$ cat src/rtl/uart_rx_framer.sv
// rtl/uart_rx_framer.sv - oversampled UART receive framer with parity, framing and overrun detection
module uart_rx_framer #(
    parameter int OVERSAMPLE = 16,
    parameter int DATA_BITS  = 8
) (
    input  logic                 clk,
    input  logic                 rst,
    input  logic                 sample_tick,
    input  logic                 rx_in,
    input  logic                 parity_en,
    input  logic                 parity_odd,
    output logic [DATA_BITS-1:0] rx_data,
    output logic                 rx_valid,
    input  logic                 rx_ready,
    output logic                 frame_err,
    output logic                 parity_err,
    output logic                 overrun,
    input  logic                 overrun_clr,
    output logic                 busy
);

    localparam logic [3:0] START_TGT = 4'(OVERSAMPLE / 2 - 1);
    localparam logic [3:0] BIT_TGT   = 4'(OVERSAMPLE - 1);
    localparam logic [2:0] LAST_BIT  = 3'(DATA_BITS - 1);

    typedef enum logic [2:0] {IDLE, START, DATA, PARITY, STOP} state_t;

    state_t               state, state_nxt;
    logic                 sync1, rx_s, rx_prev;
    logic [3:0]           cnt;
    logic [2:0]           bit_idx;
    logic [DATA_BITS-1:0] shreg;
    logic                 par_en_l, par_odd_l, par_err_r;
    logic                 at_tgt, frame_start, shift_en, par_sample, stop_en, load;

    always_ff @(posedge clk or negedge rst) begin
        if (!rst) begin
            sync1   <= 1'b1;
            rx_s    <= 1'b1;
            rx_prev <= 1'b1;
        end else begin
            sync1 <= rx_in;
            rx_s  <= sync1;
            if (sample_tick)
                rx_prev <= rx_s;
        end
    end

    always_ff @(posedge clk or negedge rst) begin
        if (!rst)
            state <= IDLE;
        else
            state <= state_nxt;
    end

    always_comb begin
        at_tgt = (cnt == ((state == START) ? START_TGT : BIT_TGT));
    end

    always_comb begin
        state_nxt = state;
        if (sample_tick) begin
            case (state)
                IDLE:    if (rx_prev && !rx_s) state_nxt = START;
                START:   if (at_tgt) state_nxt = rx_s ? IDLE : DATA;
                DATA:    if (at_tgt && bit_idx == LAST_BIT) state_nxt = par_en_l ? PARITY : STOP;
                PARITY:  if (at_tgt) state_nxt = STOP;
                STOP:    if (at_tgt) state_nxt = IDLE;
                default: state_nxt = IDLE;
            endcase
        end
    end

    always_comb begin
        busy        = (state != IDLE);
        frame_start = sample_tick && (state == IDLE) && rx_prev && !rx_s;
        shift_en    = sample_tick && (state == DATA) && at_tgt;
        par_sample  = sample_tick && (state == PARITY) && at_tgt;
        stop_en     = sample_tick && (state == STOP) && at_tgt;
        // A word being handed off this cycle frees the holding register for the new one
        load        = stop_en && (!rx_valid || rx_ready);
    end

    always_ff @(posedge clk or negedge rst) begin
        if (!rst) begin
            cnt       <= 4'd0;
            bit_idx   <= 3'd0;
            shreg     <= '0;
            par_en_l  <= 1'b0;
            par_odd_l <= 1'b0;
            par_err_r <= 1'b0;
        end else begin
            if (frame_start) begin
                cnt       <= 4'd0;
                bit_idx   <= 3'd0;
                par_en_l  <= parity_en;
                par_odd_l <= parity_odd;
                par_err_r <= 1'b0;
            end else if (sample_tick && state != IDLE) begin
                cnt <= at_tgt ? 4'd0 : cnt + 4'd1;
            end
            if (shift_en) begin
                shreg   <= {rx_s, shreg[DATA_BITS-1:1]};
                bit_idx <= bit_idx + 3'd1;
            end
            if (par_sample)
                par_err_r <= rx_s ^ (^shreg) ^ par_odd_l;
        end
    end

    always_ff @(posedge clk or negedge rst) begin
        if (!rst) begin
            rx_data    <= '0;
            rx_valid   <= 1'b0;
            frame_err  <= 1'b0;
            parity_err <= 1'b0;
            overrun    <= 1'b0;
        end else begin
            if (load) begin
                rx_data    <= shreg;
                rx_valid   <= 1'b1;
                frame_err  <= ~rx_s;
                parity_err <= par_err_r;
            end else if (rx_valid && rx_ready) begin
                rx_valid <= 1'b0;
            end
            if (stop_en && !load)
                overrun <= 1'b1;
            else if (overrun_clr)
                overrun <= 1'b0;
        end
    end

endmodule

$ cat config.mk
export PLATFORM = sky130hd
export DESIGN_NAME = uart_rx_framer
export DESIGN_NICKNAME = d
export VERILOG_FILES = /design/src/rtl/uart_rx_framer.sv
export SDC_FILE = /design/constraint.sdc
export NUM_CORES = 1
export LEC_CHECK = 0
export ABC_CLOCK_PERIOD_IN_PS = 4440
export BUFFER_PORTS_ARGS = -buffer_cell sky130_fd_sc_hd__buf_4
export CAP_MARGIN = 20
export CORE_MARGIN = 2
export CORE_UTILIZATION = 24
export CTS_BUF_LIST = sky130_fd_sc_hd__clkbuf_4
export DETAILED_ROUTE_END_ITERATION = 8
export PLACE_DENSITY = 0.4
export SLEW_MARGIN = 20
export SYNTH_ARGS = -nofsm -noshare
export SYNTH_HDL_FRONTEND = slang
export SYNTH_SLANG_ARGS = --single-unit
$ cat constraint.sdc
create_clock -name clk -period 4.44 [get_ports clk]
set_clock_uncertainty 0.2 [all_clocks]
set_input_delay 0.888 -clock clk [delete_from_list [all_inputs] [get_ports clk]]
set_output_delay 0.888 -clock clk [all_outputs]
set_load 0.05 [all_outputs]
==> flow_metrics.env <==
export IMPL_cp_cell_sequence="or3_1, buf_4"
export IMPL_min_from="sync1$_DFF_PN1_"
export IMPL_switchingPower_uw=300
export IMPL_synthSimpleGateAreaFrac_pct=13.1
export IMPL_final_cells=263
export IMPL_hold_buffers=0
export IMPL_ff2ff_path_depth=4
export IMPL_wl_per_cell_um=13.2
export IMPL_drtPass1Iterations=4
export IMPL_synthAdderAreaFrac_pct=2.12
export IMPL_hold_viol=0
export IMPL_holdPathEnd="rx_s$_DFF_PN1_"
export IMPL_antenna_found_initial=0
export IMPL_dp_cells=255
export IMPL_synth_cell_types=41
export IMPL_min_period_ns=2.73
export IMPL_grt_pass1_vias=1212
export IMPL_synth_top_family_by_area="multiplexers"
export IMPL_clock_latency_ns=0.34
export IMPL_drc=0
export IMPL_critPathKind="register to output pin"
export IMPL_p_leak_uw=0.00102
export IMPL_rsz0062_at_grt="no"
export IMPL_crit_arrival_ns=1.64
export IMPL_die_y_um=89.9
export IMPL_globalRouteOverflowTotal=0
export IMPL_finalSetupViolations=0
export IMPL_die_x_um=89.9
export IMPL_core_um2=7210
export IMPL_start_util_pct=24.6
export IMPL_drv_cap=0
export IMPL_ant_nets=0
export IMPL_dp_hpwl_um=2450
export IMPL_cts_tree="yes"
export IMPL_synthMuxAreaShare_pct=17.2
export IMPL_clkPwrFrac_pct=26.2
export IMPL_via_per_inst=4.39
export IMPL_r2r_end="shreg[0]$_DFFE_PN0P_"
export IMPL_seqPwrFrac_pct=47.3
export IMPL_cts_inserted_buffers=5
export IMPL_cp_slowest_stage_delay_ns=0.54
export IMPL_dr_first_iter_drc_count=29
export IMPL_clk_pin_slew_worst_paths_ns=0.11
export IMPL_dr_total_vias=1155
export IMPL_grt_max_degree=37
export IMPL_p_comb_share_pct=26.5
export IMPL_ir_drop_uv=131
export IMPL_rows=31
export IMPL_place_congestion=0.806
export IMPL_power_internal_uw=605
export IMPL_reg2reg_slack_ns=1.96
export IMPL_ioPinCount=21
export IMPL_layout_nets=174
export IMPL_hold_depth=0
export IMPL_grt_pass1_wl_um=6010
export IMPL_dieArea_um2=8090
export IMPL_port_buffers=20
export IMPL_cts_sinks=36
export IMPL_yosysWarnings=0
export IMPL_synth_xor_area_share_pct=4.73
export IMPL_ys_ff_latch=36
export IMPL_wl_um=3480
export IMPL_status="finished clean"
export IMPL_clockBufferDepth=2
export IMPL_syn_inst=143
export IMPL_syn_area_um2=1770
export IMPL_max_freq_ghz=0.367
export IMPL_synth_compound_area_share_pct=8.05
export IMPL_root_buffer="clkbuf_4"
export IMPL_synth_seq_area_share_pct=51.1
export IMPL_relSlewSlack_pct=61.4
export IMPL_cp_top_family="flip-flops"
export IMPL_hp_class="register to register"
export IMPL_slew_viol_final=0
export IMPL_cp_max_fo=11
export IMPL_end_kind="output pin"
export IMPL_crit_path_top_delay_cell="dfrtp_1"
export IMPL_tightest_slew_ns=0.578
export IMPL_fin_setup_tns_ns=0
export IMPL_critPathLaunchType="register"
export IMPL_post_route_period_util_pct=61.5
export IMPL_syn_avg_cell_area_um2=12.4
export IMPL_swShare_pct=33.2
export IMPL_cts_setup_buffers=0
export IMPL_grt_usage_pct=9.29
export IMPL_drive_gt1_share_pct=34.8
export IMPL_synthesis_nets=154
export IMPL_p_per_area_nw_per_um2=435
export IMPL_reg2reg_from="state[0]$_DFFE_PN0P_"
export IMPL_ctsHtreeMaxLevel=2
export IMPL_syn_to_final_growth_pct=17.4
export IMPL_antenna_cells=0
export IMPL_cts_resized=0
export IMPL_critPathRequiredTime_ns=3.35
export IMPL_worst_path_buf_inv=1
export IMPL_n_fill_cell=767
cells in the mapped netlist:
library cell	instances	area share (%)
nor3b_4	1	1.1
nor2b_1	3	1.1
ha_1	3	2.1
nand4b_1	2	0.99
a22o_1	1	0.49
nand3_1	7	2.0
a32o_1	2	1.1
o221ai_1	2	0.99
a21oi_1	2	0.56
or3_1	1	0.35
nand4_2	1	0.71
o22a_1	1	0.49
a211o_1	1	0.49
o21ai_2	1	0.49
dfstp_2	3	4.4
buf_2	4	1.1
mux2_4	7	5.9
mux2i_1	4	2.3
o21ai_0	3	0.85
o22ai_1	2	0.71
inv_1	5	1.1
xnor3_1	1	1.3
nand2b_1	2	0.71
nand3b_1	1	0.42
a22oi_1	1	0.42
dfrtp_1	33	47
nor3b_2	1	0.71
o31ai_1	1	0.42
nand4_1	2	0.71
mux2i_2	1	0.78
o21a_1	1	0.42
xor2_1	1	0.49
clkbuf_1	1	0.21
a21bo_2	1	0.56
xnor2_1	6	3.0
nand2_1	11	2.3
nor2_1	4	0.85
nor3_1	2	0.56
buf_6	2	1.3
and3_1	2	0.71
mux2_2	13	8.3
through the flow:
step                      cell area [um^2]  total power [uW]  setup WS (ns)  utilization (%)  hold slack, ns
after detailed placement              2000               678           1.86             27.7           0.148
after CTS                             2080               920           1.70             28.8           0.165
after global placement                2000               674           1.90             27.7           0.147
final                                 2080               905           1.71             28.8           0.163
after global routing                  2080               964           1.63             28.8           0.167
after floorplan                       1770               630           2.26                -           0.145
worst register-to-register path, delay by kind of cell, from the launching register on:
kind	cells	cell delay (ns)
AND/OR/NAND/NOR	2	0.78
multiplexers	2	0.84
flip-flops	1	0.55
cells by family after synthesis:
kind of cell | count (synthesis)
DFF | 36
xor gates and xnor gates | 8
and+or+nand+nor | 40
AOI/OAI and AO/OA | 19
adders and majority gates | 3
buffers and inverters | 12
muxes | 25
registers in the layout, indices dropped and copies added, names as in the netlist, 3 cells and up:
signal and flops:
shreg 8, state 3, rx_data 8, cnt 4, bit_idx 3
layer usage:
layer  vias to the layer above  part of all wire (%)  track usage [%]
met5                         -                     0                0
met4                         0                   2.2             4.10
met3                         9                   5.6             3.10
met2                        30                    48             15.2
met1                       567                    44             11.2
li1                        549                     -                -
worst max path at each step:
| stage | from | to | cells past startpoint |
|---|---|---|---|
| detailed placement | sample_tick | rx_data[5]$_DFFE_PN0P_ | 4 |
| global route | state[1]$_DFFE_PN0P_ | busy | 2 |
| global placement | sample_tick | rx_data[5]$_DFFE_PN0P_ | 4 |
| CTS | state[1]$_DFFE_PN0P_ | busy | 2 |
| floorplan | sample_tick | parity_err$_DFFE_PN0P_ | 5 |
| finish | state[1]$_DFFE_PN0P_ | busy | 2 |
power by group through the flow:
stage / logic [uW] / clock network (uW) / registers [uW]
after floorplan: 231 / 0 / 399
after global placement: 239 / 0 / 435
after detailed placement: 243 / 0 / 436
after CTS: 243 / 247 / 429
after global routing: 270 / 257 / 437
final: 240 / 237 / 428
layout make-up:
class                      instances  area [um^2]  area share, %
sequential                        36          905           43.5
multi-input combinational         95          802           38.6
timing repair buffer              20          150           7.22
tap                               99          124           5.96
clock buffer                       6         45.0           2.17
clock inverter                     2         35.0           1.68
inverter                           5         18.8          0.903
cells in the final DEF, fill, tap and decap left out, types with 3 or more instances in the layout:
cell type	count
ha_1	3
dfrtp_1	33
nand3_1	7
clkbuf_4	6
mux2_2	13
dfstp_2	3
nand2_1	11
inv_1	5
nor2b_1	3
buf_4	20
mux2i_1	4
mux2_4	7
o21ai_0	3
xnor2_1	6
nor2_1	4
Note: power is estimated with default switching activity, not from simulation.
